**config.mk**
```make
export PLATFORM = sky130hd
export DESIGN_NAME = fifo_uart_tx
export DESIGN_NICKNAME = d
export VERILOG_FILES = /design/src/rtl/uart_pkg.sv /design/src/rtl/baud_counter.sv /design/src/rtl/fifo_uart_tx.sv
export SDC_FILE = /design/constraint.sdc
export NUM_CORES = 1
export LEC_CHECK = 0
export BUFFER_PORTS_ARGS = -buffer_cell sky130_fd_sc_hd__buf_2
export CELL_PAD_IN_SITES_DETAIL_PLACEMENT = 0
export CELL_PAD_IN_SITES_GLOBAL_PLACEMENT = 2
export CORE_ASPECT_RATIO = 0.75
export CORE_MARGIN = 2
export CORE_UTILIZATION = 28
export DETAILED_ROUTE_END_ITERATION = 8
export PLACE_DENSITY = 0.63
export RECOVER_POWER = 25
export SLEW_MARGIN = 25
export SYNTH_ARGS = -nofsm -noshare
export SYNTH_HDL_FRONTEND = slang
export SYNTH_SLANG_ARGS = --single-unit
export TNS_END_PERCENT = 20
```
**constraint.sdc**
```tcl
create_clock -name clk -period 5.3 [get_ports clk]
set_input_delay 0.265 -clock clk [delete_from_list [all_inputs] [get_ports clk]]
set_output_delay 0.265 -clock clk [all_outputs]
set_load 0.01 [all_outputs]
```
**src/rtl/uart_pkg.sv**
```systemverilog
// Shared types for the FIFO-draining UART transmitter.
// FSM state encoding and parity mode selectors.
package uart_pkg;

    typedef enum logic [2:0] {
        IDLE,
        START,
        DATA,
        PAR,
        STOP
    } tx_state_t;

    localparam int PAR_NONE = 0;
    localparam int PAR_EVEN = 1;
    localparam int PAR_ODD  = 2;

endpackage

```
**src/rtl/baud_counter.sv**
```systemverilog
// Bit-period timer for the UART transmitter.
// Counts 0..CLKS_PER_BIT-1 and flags the last cycle of each bit.
module baud_counter #(
    parameter int CLKS_PER_BIT = 434
) (
    input  logic clk,
    input  logic reset,
    input  logic clear,
    output logic bit_done
);

    localparam int CW = $clog2(CLKS_PER_BIT);
    localparam logic [CW-1:0] LAST = CW'(CLKS_PER_BIT - 1);

    logic [CW-1:0] r_cnt;

    assign bit_done = (r_cnt == LAST);

    always_ff @(posedge clk or posedge reset) begin
        if (reset) begin
            r_cnt <= '0;
        end else if (clear || bit_done) begin
            r_cnt <= '0;
        end else begin
            r_cnt <= r_cnt + CW'(1);
        end
    end

endmodule

```
**src/rtl/fifo_uart_tx.sv**
```systemverilog
// FIFO read-side drain: pops one word per frame and serializes it
// as start bit, LSB-first data, optional parity, stop bit.
module fifo_uart_tx #(
    parameter int WIDTH        = 8,
    parameter int CLKS_PER_BIT = 434,
    parameter int PARITY       = 0
) (
    input  logic             clk,
    input  logic             reset,
    input  logic             fifo_empty,
    input  logic [WIDTH-1:0] fifo_rdata,
    output logic             fifo_read,
    output logic             tx,
    output logic             busy
);

    import uart_pkg::*;

    localparam int IW = $clog2(WIDTH) + 1;
    localparam logic [IW-1:0] LAST_BIT = IW'(WIDTH - 1);

    tx_state_t        r_state;
    tx_state_t        w_state_nx;
    logic [WIDTH-1:0] r_sh;
    logic [WIDTH-1:0] w_sh_nx;
    logic [IW-1:0]    r_idx;
    logic [IW-1:0]    w_idx_nx;
    logic             r_par;
    logic             w_par_nx;
    logic             r_tx;
    logic             w_tx_nx;
    logic             w_pop;
    logic             w_clear;
    logic             w_bit_done;

    assign w_clear = (r_state == IDLE);

    baud_counter #(
        .CLKS_PER_BIT(CLKS_PER_BIT)
    ) u_baud (
        .clk     (clk),
        .reset   (reset),
        .clear   (w_clear),
        .bit_done(w_bit_done)
    );

    always_comb begin
        w_state_nx = r_state;
        w_sh_nx    = r_sh;
        w_idx_nx   = r_idx;
        w_par_nx   = r_par;
        w_pop      = 1'b0;
        unique case (r_state)
            IDLE: begin
                if (!fifo_empty) begin
                    w_pop      = 1'b1;
                    w_sh_nx    = fifo_rdata;
                    w_par_nx   = (PARITY == PAR_ODD) ? ~^fifo_rdata
                                                     : ^fifo_rdata;
                    w_state_nx = START;
                end
            end
            START: begin
                if (w_bit_done) begin
                    w_state_nx = DATA;
                    w_idx_nx   = '0;
                end
            end
            DATA: begin
                if (w_bit_done) begin
                    w_sh_nx = r_sh >> 1;
                    if (r_idx == LAST_BIT) begin
                        w_state_nx = (PARITY != PAR_NONE) ? PAR : STOP;
                    end else begin
                        w_idx_nx = r_idx + IW'(1);
                    end
                end
            end
            PAR: begin
                if (w_bit_done) w_state_nx = STOP;
            end
            STOP: begin
                if (w_bit_done) w_state_nx = IDLE;
            end
            default: w_state_nx = IDLE;
        endcase
    end

    // Line level is chosen from the next state so tx stays a pure flop.
    always_comb begin
        w_tx_nx = 1'b1;
        unique case (w_state_nx)
            START:   w_tx_nx = 1'b0;
            DATA:    w_tx_nx = w_sh_nx[0];
            PAR:     w_tx_nx = w_par_nx;
            default: w_tx_nx = 1'b1;
        endcase
    end

    always_ff @(posedge clk or posedge reset) begin
        if (reset) begin
            r_state <= IDLE;
            r_sh    <= '0;
            r_idx   <= '0;
            r_par   <= 1'b0;
            r_tx    <= 1'b1;
        end else begin
            r_state <= w_state_nx;
            r_sh    <= w_sh_nx;
            r_idx   <= w_idx_nx;
            r_par   <= w_par_nx;
            r_tx    <= w_tx_nx;
        end
    end

    assign fifo_read = w_pop & ~reset;
    assign tx        = r_tx;
    assign busy      = (r_state != IDLE);

endmodule
```
Word level (Yosys, flattened, before mapping) --
Index checks and enable logic that the tools add are counted.
Cells by class: add/subtract/negate cells 2, eq/ne operators 13, mux-type cells 20, bitwise logic cells 2, reductions and logical operators 8
Operator list (number):
- 2-to-1 mux 3 bit | 6
- 2-to-1 mux 8 bit | 2
- one-hot mux 8 bit (2 select lines) | 1
- one-hot mux 3 bit (5 select lines) | 1
- == test 3 x 2 -> 1 bit (second input constant) | 4
- 2-to-1 mux 4 bit | 3
- adder 9 x 1 -> 9 bit (second input constant) | 1
- == test 9 bit (second input constant) | 1
- 2-to-1 mux 9 bit | 1
- one-hot mux 4 bit (2 select lines) | 1
- XOR reduction 8 bit | 1
- == test 3 x 1 -> 1 bit (second input constant) | 2
- adder 4 x 1 -> 4 bit (second input constant) | 1
- == test 4 x 3 -> 1 bit (second input constant) | 1
- 2-to-1 mux 1 bit | 4
- inequality test 2 x 1 -> 1 bit (second input constant) | 2
- inequality test 2 bit (second input constant) | 2
- AND reduction 4 bit | 1
- nonzero test 2 bit | 2
- == test 3 bit (second input constant) | 1
- logical NOT 3 bit | 1
- one-hot mux 1 bit (3 select lines) | 1
- AND reduction 3 bit | 1
- nonzero test 3 bit | 1
- 3 further kinds | 3
Storage, ports and cells: flip-flop bits (word level) 26, output and inout port bits 3

Logic depth before layout (Yosys ltp) --
Gate-level depths: netlist of run 1.
depth after elaboration 6, depth in mapped cells 7, depth with buffers taken out 7

Hierarchy --
From an unflattened synthesis of run 1, not the netlist that was laid out.
Unflattened totals: cells, all modules 151, area, all modules 1498.9 um^2
By module, submodules not included:
- fifo_uart_tx | instances 1, cells an instance 102, area each 1009.7 um^2
- baud_counter | instances 1, cells an instance 49, area each 489.2 um^2

Least setup slack after synthesis of run 1 --
No wires, ideal clock.
path type reg-to-reg, start reg u_baud.r_cnt[1], end reg r_idx[2], arrival time 1.695 ns, required time 5.234 ns, path slack 3.539 ns, cell stages (with the launch flop) 8, path buffers 0, period minus slack after synthesis 1.761 ns, path through dfrtp_1 -> inv_1 -> ha_1 -> nand4bb_1 -> nor2_1 -> o211ai_2 -> or4b_1 -> nand2_1
On the way: word-level cells in the longest chain between the ends 3, elaborated cells between the ends (all ways) 4, those cells by class eq/ne: 3; reduce/logical: 1
RTL lines:
- start: declaration | RTL line baud_counter.sv:15 | logic [CW-1:0] r_cnt;
- start signal: assignment | RTL line baud_counter.sv:25 | r_cnt <= r_cnt + CW'(1);
- == test 9 bit * | RTL line baud_counter.sv:17 | assign bit_done = (r_cnt == LAST);
- inequality test 2 x 1 -> 1 bit (no line)
- AND reduction 4 bit (no line) *
- end signal: assignment | RTL line fifo_uart_tx.sv:110 | r_idx <= w_idx_nx;
- end: declaration | RTL line fifo_uart_tx.sv:26 | logic [IW-1:0] r_idx;
Mark *: on every way between the ends. The rest lies on a longest branch, timed or not. A chain may end at the register's enable or synchronous reset.

Worst setup path in the final report of run 1 --
Ends and elaborated chain as after synthesis.

==> run summary, run 1 <==
The number of instances in the synthesized netlist is about 140. The clock net in this run drives a total of 26 sinks. The number of storage elements in the synthesis netlist is 26. The launching element type of the critical path is a flop. The largest buffer count on any clock path came out at 2. The number of nets in the synthesized netlist is 150. The number of setup buffers added after CTS is 0. The number of hold violations in the final report came out at 0. The routing layer with the top usage in global route is met1. The routed via count divided by cell count came out at 4.673. The initial antenna violation count came out at 0. The number of diodes added for antenna fixing is 0. The total track usage is 0.1095.

The post-route DRC violation count came out at 0. The sequential cell area fraction in the yosys report is 0.4860. The die width is 83.92 µm.

The initial utilization of the core area, before any placement, comes to 0.2951. Setup repair after global routing left no endpoint under its margin. The minimum period implied by the final worst setup slack came out at 2013 ps. The total of warnings raised by yosys is 0. The largest net degree at the start of global routing is 27. The hold buffer count at CTS is 0. The number of pins with negative max-slew slack in the final report is 0.

The final critical-path share of the clock period came out at 0.3797. The area of the die is 0.005366 mm². The number of stages on the worst setup path came out at 7. The worst setup path is of the flop to flop kind. The critical path data required time is ~5500 ps. In this run the static leakage power is 0.7122 nW.

The worst-margin pin slew is 1008 ps. Across all layers, the routed design uses 972 vias. In this design, the stage delay of the slowest critical-path cell is 500 ps. The number of global-route vias before repair came out at 987. At the end of routability-driven placement, the weighted congestion stood at about 0.74.

The number of synthesized flops with an enable pin came out at 0. Of all nets on the critical path, the largest fanout is 8. The number of endpoints failing setup at the final stage is 0. The tree is rooted in a sky130_fd_sc_hd__clkbuf_8.

The routed design has around 2600 µm of wire. The clock buffer count from CTS is 3. The met2 layer usage reported by global route came out at 0.1580.

The core utilization of the finished layout is 0.3339. The critical path goes through inv_1, ha_1, nand4bb_1, nor2_1, o211ai_2, or4b_1, nand2_1. In the final design database the tool counted between 150 and 200 nets. Row generation in the floorplan step produced 21 rows.

The depth of the most critical reg-to-reg path is 7. In the final routed layout, each cell accounts on average for 12.31 µm. In the layout the commonest cells are sky130_fd_sc_hd__dfrtp_1, sky130_fd_sc_hd__nand2_1, sky130_fd_sc_hd__nor2_1. The area inside the core boundary came out at 0.004546 mm².

The layout overhead on the synthesized area came out at 13.15%. On the critical path, the stage with the largest delay is an instance of sky130_fd_sc_hd__or4b_1. The average cell area after synthesis came out at around 9.9 µm².

The worst path meets setup with 3287 ps of slack. Detailed placement finished with a half-perimeter wire length of 1955 µm. STA classifies the critical path endpoint as a flop. The async set-or-reset flop fraction in the synthesized netlist came out at 1.000. The layout cell share with drive strength beyond 1 is 0.1788.

The first global-routing pass estimated 4726 µm of wire. The relative slew slack came out at 0.3271. The kind of cell with the highest combined delay along the critical path is simple AND/OR/NAND/NOR gates. The insertion delay to the later sink of the worst-skew pair came out at roughly 270 ps. The met1 usage is 0.1591. Buffers placed on the I/O ports in this run total 13. The reg-to-reg endpoint is r_idx[2].

In the synthesized netlist the dominant register cell turns out to be sky130_fd_sc_hd__dfrtp_1. The total overflow left after global routing is 0. Leaving out fill and tap cells, the most frequent cell in the layout is sky130_fd_sc_hd__dfrtp_1. The number of placed instances, taps included, is 204. The number of detailed-routing iterations run before antenna repair came out at 4. The finished layout holds 208 standard cells, fillers aside. The worst hold path belongs to the class input port to async pin. The setup slack of the most critical reg-to-reg path is 3290 ps. The vertical die dimension is between 60 and 70 µm. The boundary pin count came out at 14. The number of instances resized during post-cts repair came out at 0.

The residual antenna-violating net count after detailed routing is 0. The clock edge transition at the registers on the reported setup and hold paths is 90 ps. The total of max-cap violations came out at 0. The worst reg2reg path startpoint is u_baud.r_cnt[1]. The number of buffers and inverters on the critical path came out at 1. The endpoint arrival time on the critical path is 2230 ps. TritonCTS built the clock tree. The peak ir drop on the vdd network is 0.00009892 V.

The setup total negative slack is 0 ps. The cell area that synthesis handed to floorplanning was about 0.0013 mm². The power density over cell area is 235.5 mW/mm². The number of DRC markers after the initial detailed-route iteration is 62. For this run, the top clock speed supported by timing is 0.4969 GHz. The number of distinct library cells after synthesis is 37. The worst slack at placement is 3312 ps. The flow ran to the end, and the final reports show no timing, DRC or antenna violations. For met3 alone, demand over resource in global routing was 0.03618.

CTS built an H-tree with a depth of 1. The final worst clock skew came out at 7.668 ps.
-- report_power, final --
part | internal, mW | switching, mW | leakage, nW | total (mW)
Clock | 0.0664 | 0.0608 | 0.0288 | 0.127
Combinational | 0.0111 | 0.0138 | 0.353 | 0.0249
Sequential | 0.203 | 0.00235 | 0.330 | 0.205
-- worst max path at each step --
stage / to / slack (ps) / start
detailed placement: r_idx[2] / 3310 / u_baud.r_cnt[1]
global placement: r_idx[2] / 3280 / u_baud.r_cnt[1]
CTS: fifo_read / 3280 / r_state[2]
global route: r_idx[2] / 3110 / u_baud.r_cnt[1]
finish: r_idx[2] / 3290 / u_baud.r_cnt[1]
floorplan: r_idx[2] / 3540 / u_baud.r_cnt[1]
-- stage by stage --
step | power [mW] | hold slack (ps) | instance area, µm²
2_1_floorplan | 0.2251 | 304.3 | 1341
3_3_place_gp | 0.2352 | 462.1 | 1463
3_5_place_dp | 0.2350 | 363.8 | 1463
5_1_grt | 0.3808 | 244.4 | 1518
4_1_cts | 0.3675 | 55.90 | 1518
6_report | 0.3575 | 229.8 | 1518
-- kinds of logic after synthesis --
logic type,count (synthesis),synth area share
and+or+nand+nor,63,0.2398
adders and majority gates,3,0.02799
DFF,26,0.4860
AOI/OAI and AO/OA,21,0.1241
xor gates and xnor gates,14,0.09142
buffers and inverters,9,0.03078
-- sequential cells by signal, summed over array words and instances (netlist names) --
name	cells
u_baud.r_cnt	9
tx	1
r_state	3
r_idx	4
r_sh	8
r_par	1
-- routing by layer --
metal / vias up / share of wire
met5: - / 0
met2: 20 / 0.41
li1: 492 / -
met1: 458 / 0.54
met3: 2 / 0.043
met4: 0 / 0.0070
-- synthesized netlist by cell type, types with 2 or more instances --
library cell / instances / share of area
sky130_fd_sc_hd__xor2_1: 2 / 0.013
sky130_fd_sc_hd__nor2_1: 19 / 0.053
sky130_fd_sc_hd__nand3_1: 4 / 0.015
sky130_fd_sc_hd__inv_1: 7 / 0.020
sky130_fd_sc_hd__a22oi_1: 6 / 0.034
sky130_fd_sc_hd__nor3_1: 2 / 0.0075
sky130_fd_sc_hd__o21ai_0: 5 / 0.019
sky130_fd_sc_hd__nand4_1: 2 / 0.0093
sky130_fd_sc_hd__or2_2: 2 / 0.0093
sky130_fd_sc_hd__ha_1: 3 / 0.028
sky130_fd_sc_hd__nand2_1: 22 / 0.062
sky130_fd_sc_hd__xnor2_1: 12 / 0.078
sky130_fd_sc_hd__nor3b_2: 2 / 0.019
sky130_fd_sc_hd__dfrtp_1: 25 / 0.47
-- area by class of cell --
class | count | area (µm²)
Clock buffer | 4 | 55.05
Fill cell | 475 | 3028
Inverter | 7 | 26.28
Multi-Input combinational cell | 101 | 648.1
Sequential cell | 26 | 651.9
Tap cell | 57 | 71.32
Timing Repair Buffer | 13 | 65.06
(Power assumes the default switching activity.)
==> inputs of run 2 (changes only) <==
- clock period: 5.3 -> 1.9 ns (I/O delays scaled with it)
==> run 2 against run 1 <==
Compared with the run above: setup slack lost 3200 ps; sequential share of layout area shrank 2.2 points; clock power grew to 2.6 times the previous value; total power grew to 2.7 times the previous value; die area is the same; non-clock buffer count grew 9.
==> run summary, run 2 (synthesis gave the netlist of run 1 again) <==
The flow ran to the end, and the final reports show no timing, DRC or antenna violations. The total of max-cap violations came out at 0 (unchanged). The final worst clock skew came out at 3.315 ps (-4.353 ps).

The power density over cell area was 607.9 mW/mm² (+160%). The initial antenna violation count is 0 (unchanged). The average wire per cell in the routed design came to 12.55 µm (+2.0%). Compared with the post-synthesis result, the final layout area differs by 19.12%. The launching element type of the critical path is a flop. The number of global-route vias before repair is 1015 (+2.8%). Traced cell by cell, the critical path runs through buf_4, or3_4, or2_2, nor2_1, buf_2. The insertion delay to the later sink of the worst-skew pair came out at 270 ps (about the same). The number of detailed-routing iterations run before antenna repair is 4 (unchanged).

TritonCTS built the clock tree. The number of pins with negative max-slew slack in the final report came out at 0 (unchanged). The library cell used most frequently in the layout, excluding fill and tap cells, is sky130_fd_sc_hd__dfrtp_1.

The global placement routability congestion is 0.7309 (-1.6%). The number of DRC markers after the initial detailed-route iteration was 21 (-66%). The area of the die is 0.005366 mm² (unchanged). The root buffer cell chosen for the clock tree is sky130_fd_sc_hd__clkbuf_8.

The number of fillers in the final layout came out at 450 (-5.3%). The relative slew slack is 0.5548 (+0.2277). STA classifies the critical path endpoint as an output pin. The routed via count divided by cell count is 4.594 (-1.7%).

Of the available clock period, the critical path in the final layout requires 0.9506. u_baud.r_cnt holds more flip-flops than any other register. The worst hold slack after final layout is 55.60 ps (-174.2 ps). The vertical die dimension came out at 63.94 µm (unchanged).

The number of placement rows came out at 21 (unchanged). The total global routing overflow came out at 0 (unchanged). The leakage dissipation is 0.7503 nW (+5.3%). The total number of clock tree sinks is 26 (unchanged). The largest buffer count on any clock path came out at 2 (unchanged). The flip-flop count of the largest register after layout came to 9 (unchanged).

The number of endpoints failing setup at the final stage is 0 (unchanged). The effective utilization at floorplan is 0.2951 (unchanged). The sum of net half-perimeters after detailed placement came out at 2051 µm (+4.9%). Timing would allow up to 0.5537 GHz. The area inside the core boundary came out at 0.004546 mm² (unchanged). The worst-margin pin slew is 667.8 ps (-340.4 ps).

The layout cell share with drive strength beyond 1 is 0.2250 (+0.04619). The boundary pin count is 14 (unchanged). The setup total negative slack came out at 0 ps (unchanged). The count of input and output buffers came out at 13 (unchanged). The worst setup path is of the flop to output pin kind. The final-stage net count is 175 (+5.4%).

The maximum fanout along the worst path came out at 6 (-2). In the final layout, the registers with the most flip-flops are u_baud.r_cnt x9, r_sh x8, r_idx x4. The maximum level of the CTS H-tree came out at 1 (unchanged).

The clock buffer count from CTS came out at 3 (unchanged). The area of combinational cells with multiple inputs is 671.9 µm² (+3.7%). Setup repair after global routing left no endpoint under its margin. The type of the worst min-delay path is input port to flop.

The largest net degree at the start of global routing is 27 (unchanged). The final wirelength is 2724 µm (+6.4%). The global-route wire length before repair came to 4816 µm (+1.9%). The endpoint arrival time on the critical path came out at 1710 ps (-520 ps). The peak ir drop on the vdd network is 0.0002743 V (+180%). The clock edge transition at the registers on the reported setup and hold paths came out at 90 ps (about the same). For this design, the slowest cell found on the critical path is sky130_fd_sc_hd__dfrtp_1. The number of diodes added for antenna fixing was 0 (unchanged).

The number of hold violations in the final report came out at 0 (unchanged). The top cell types in the final layout, fill and taps aside, are sky130_fd_sc_hd__dfrtp_1, sky130_fd_sc_hd__nand2_1, sky130_fd_sc_hd__nor2_1. The minimum period implied by the final worst setup slack is 1806 ps.

The total number of vias is 997 (+2.6%). The die width was 83.92 µm (unchanged). The sequential standard cell area came out at 651.9 µm² (unchanged). The critical path data required time is 1800 ps (-3710 ps).

The post-route DRC violation count is 0 (unchanged). The total track usage is 0.1111 (+0.001571). The residual antenna-violating net count after detailed routing is 0 (unchanged). The maximum cell stage delay along the critical path came out at 380 ps (-120 ps).
## run 2: routing by layer
layer,routed length [µm],share of wire,GRT usage,up-vias
met4,12,0.0044,0.02218,0
met1,1453,0.53,0.1595,474
met2,1191,0.44,0.1680,10
met3,67,0.025,0.03101,2
li1,-,-,-,511
met5,0,0,0,-
## run 2: repair_timing
item / CTS / global route
hold endpoints to repair: 25 / 0
buffers inserted: 0 / 0
hold buffers: 1 / 0
endpoints found under the setup margin: 0 / 3
resized for setup: 0 / 4
## run 2: path summary, 6_finish.rpt
path / start / endpoint / slack, ps / cells past startpoint
min in group asynchronous: reset / r_sh[7] / 530 / 4
max: r_state[1] / fifo_read / 90 / 5
min: fifo_rdata[7] / r_sh[7] / 60 / 3
max in group asynchronous: reset / r_sh[0] / 930 / 4
min reg2reg: r_sh[6] / r_sh[6] / 490 / 2
max reg2reg: u_baud.r_cnt[1] / tx / 140 / 7
## run 2: stage by stage
step                area (µm²)    util  total power [mW]  worst slack [ps]  cells
finish                    1598  0.3515            0.9712             93.88    217
global route              1598  0.3515             1.030             7.751    217
CTS                       1578  0.3471            0.9942             17.72    217
detailed placement        1523  0.3350            0.6593             78.04    212
global placement          1523  0.3350            0.6575             111.5    212
floorplan                 1341       -            0.6280             138.6    136
## run 2: cell type report
type                            instances  share of cell area
Tap cell                               57             0.04464
Multi-Input combinational cell        101              0.4205
Sequential cell                        26              0.4080
Inverter                                7             0.01644
Clock buffer                            4             0.02819
Timing Repair Buffer                   22             0.08222
## run 2: critical path: cells and delay by family, from the launching register on
kind	cells	cell delay (ps)
simple gates	3	770
buf+inv	2	280
flops	1	380
## run 2: power by group
| group | total, mW | switching (mW) | internal, mW | leakage, nW |
|---|---|---|---|---|
| clock network | 0.325 | 0.175 | 0.150 | 0.0228 |
| registers | 0.574 | 0.00771 | 0.566 | 0.330 |
| logic | 0.0725 | 0.0398 | 0.0327 | 0.397 |
| total | 0.971 | 0.222 | 0.749 | 0.750 |
==> inputs of run 3 (changes only) <==
- PLACE_DENSITY: 0.63 -> unset
- PLACE_DENSITY_LB_ADDON: unset -> 0.2
- REMOVE_ABC_BUFFERS: unset -> 1
==> run 3 against run 2 <==
Compared with the run above: setup slack better by 1.2 ps; flip-flop and latch count unchanged; die area is the same; via count fell by 0.80%; clock skew increased by 2.9 ps; critical path depth did not move; routed wire length shrank 3.8%; final cell count shrank 0.46%; total power up 3.3%; final area is 0.78% lower.
==> run summary, run 3 (synthesis gave the netlist of run 1 again) <==
The run finished with clean final reports. The total global routing overflow is 0 (unchanged). The maximum level of the CTS H-tree is 1 (unchanged). The net switching power figure came to 0.2189 mW (-1.4%). The endpoint arrival time on the critical path is 2000 ps (+290 ps). The maximum fanout along the worst path is 5 (-1). The min-delay analysis places its worst path in the category input port to flop. The number of fillers in the final layout is 468 (+4.0%). The setup slack of the most critical reg-to-reg path came out at 100 ps (-40 ps). The total track usage is 0.1077 (-0.003384). The final-stage net count is 174 (-0.57%). The effective utilization at floorplan is 0.2951 (unchanged). The worst reg2reg path startpoint is u_baud.r_cnt[2]. Following the worst setup path forward leads to its endpoint at tx. The total number of vias came out at 989 (-0.80%). The number of detailed-routing iterations run before antenna repair came to 4 (unchanged).

The top cell types in the final layout, fill and taps aside, are sky130_fd_sc_hd__dfrtp_1, sky130_fd_sc_hd__nand2_1, sky130_fd_sc_hd__nor2_1. The clock edge transition at the registers on the reported setup and hold paths came to 90 ps (about the same). The residual antenna-violating net count after detailed routing came out at 0 (unchanged).

The final critical-path share of the clock period is 0.9499 (about the same). The number of placement rows came out at 21 (unchanged). The worst setup path is launched from a flop. The number of pins with negative max-slew slack in the final report is 0 (unchanged). In this run the critical register-to-register path is captured at tx. The post-layout instance count excluding filler cells is 216 (-0.46%). The kind of capture point of the worst setup path is a flop. The final wirelength came out at 2620 µm (-3.8%). In the final layout, the registers with the most flip-flops are u_baud.r_cnt x9, r_sh x8, r_idx x4.

The relative slew slack is 0.5507 (-0.004080). The area of the die came out at 0.005366 mm² (unchanged). The vertical die dimension is 63.94 µm (unchanged). The global placement routability congestion came to 0.7747 (+6.0%).

The die width was 83.92 µm (unchanged). The worst slack at placement was 105.0 ps (+27.01 ps). The depth of the most critical reg-to-reg path was 5 (-2). The number of hold violations in the final report came to 0 (unchanged). The library cell used most frequently in the layout, excluding fill and tap cells, is sky130_fd_sc_hd__dfrtp_1. The fraction of power consumed by the clock network came out at 0.357 (+0.023).

The number of diodes added for antenna fixing is 0 (unchanged). The total of max-cap violations came out at 0 (unchanged). The critical path data required time came out at 2100 ps (+300 ps).

The initial antenna violation count came out at 0 (unchanged). The critical path in this run is classified as flop to flop. The largest buffer count on any clock path is 2 (unchanged).

The global-route wire length before repair is 4560 µm (-5.3%). The peak ir drop on the vdd network was 0.0003192 V (+16%). The internal portion of total power is 0.7846 mW (+4.7%). The minimum period implied by the final worst setup slack came out at 1805 ps (-1.225 ps). The number of endpoints failing setup at the final stage came out at 0 (unchanged). The number of DRC markers after the initial detailed-route iteration is 28 (+33%). The routed via count divided by cell count came to 4.579 (-0.34%). The boundary pin count is 14 (unchanged). The total number of clock tree sinks is 26 (unchanged). The sequential standard cell area is 651.9 µm² (unchanged).

The area inside the core boundary came out at 0.004546 mm² (unchanged). The layout cell share with drive strength beyond 1 came out at 0.2264 (+0.001415). The instance count after placement with tap cells included was 210 (-0.94%). The achievable frequency is 0.5541 GHz (about the same).

The flip-flop count of the largest register after layout is 9 (unchanged). The share of total power consumed by net switching came out at 0.2181 (-0.01041). The root buffer cell is sky130_fd_sc_hd__clkbuf_8. The insertion delay to the later sink of the worst-skew pair was 270 ps (about the same).

The area of combinational cells with multiple inputs is 655.6 µm² (-2.4%). The final worst clock skew is 6.240 ps (+2.924 ps). The critical path starts at u_baud.r_cnt[2]. The worst setup margin came out at 95.11 ps (+1.225 ps).

The worst-margin pin slew came out at 673.9 ps (+6.120 ps). The sum of net half-perimeters after detailed placement is 2005 µm (-2.2%). The leakage dissipation is 0.7512 nW (+0.12%). The relative contribution of sequential cells to total power was 0.572 (-0.019). The total design power is 1.003 mW (+3.3%).

The clock buffer count from CTS is 3 (unchanged). The average wire per cell in the routed design came out at 12.13 µm (-3.4%). The post-route DRC violation count is 0 (unchanged). The largest register by flop count is u_baud.r_cnt. The power density over cell area is 633.0 mW/mm² (+4.1%). The part of the power in combinational logic was 0.071 (-0.004). The count of input and output buffers is 13 (unchanged). From synthesis to final layout, the design area changed by 18.19%. The number of global-route vias before repair is 955 (-5.9%). The clock tree from TritonCTS is done.

The largest net degree at the start of global routing came to 27 (unchanged).
-- run 3: cell count changes in the layout (fill, tap and decap cells not counted), sizes merged --
cell,before,now
buf,20,19
-- run 3: how the worst min path moves through the flow --
stage	start	to	slack [ps]	depth (start not counted)
6_report	fifo_rdata[7]	r_sh[7]	80	3
5_1_grt	fifo_rdata[1]	r_sh[1]	80	3
4_1_cts	fifo_rdata[7]	r_sh[7]	70	3
3_5_place_dp	reset	r_par	190	3
3_3_place_gp	reset	r_par	190	3
2_1_floorplan	reset	r_idx[0]	130	1
-- run 3: cell type report --
class / instances / share of cell area
multi-input cells: 101 / 0.4136
flip-flops and latches: 26 / 0.4112
repair buffers: 21 / 0.07893
well taps: 57 / 0.04499
clock buffers: 4 / 0.03473
inverters: 7 / 0.01657
-- run 3: power groups by stage --
stage | Sequential, mW | Combinational, mW | Clock (mW)
after floorplan | 0.582 | 0.0460 | 0
after global placement | 0.584 | 0.0715 | 0
after detailed placement | 0.585 | 0.0725 | 0
after CTS | 0.574 | 0.0739 | 0.376
after global routing | 0.576 | 0.0844 | 0.398
final | 0.574 | 0.0713 | 0.358
-- run 3: routing by layer --
layer	up-vias	track usage	routed length, µm
li1	511	-	-
met1	470	0.1569	1421
met2	6	0.1570	1107
met3	2	0.03230	72
met4	0	0.02419	18
met5	-	0	0
-- run 3: through the flow --
step / hold WS, ps / instance area, µm² / setup TNS (ps) / util
floorplan: 134.3 / 1326 / 0 / -
global placement: 185.3 / 1508 / 0 / 0.3317
detailed placement: 191.2 / 1508 / 0 / 0.3317
CTS: 74.51 / 1573 / 0 / 0.3460
global route: 82.03 / 1585 / -7.357 / 0.3487
finish: 82.37 / 1585 / 0 / 0.3487
-- run 3: critical path, cell delays in order, from the launching register on --
cell and delay, ps:
sky130_fd_sc_hd__dfrtp_1 440, sky130_fd_sc_hd__nand4b_1 360, sky130_fd_sc_hd__a211o_1 390, sky130_fd_sc_hd__a32o_1 240, sky130_fd_sc_hd__nor3b_2 160, sky130_fd_sc_hd__o221ai_2 150
-- run 3: what timing repair did --
item	in CTS	in global routing
hold buffers	1	0
endpoints found under the setup margin	0	2
endpoints found under the hold margin	25	0
gates resized for setup	0	2
buffers inserted	0	1
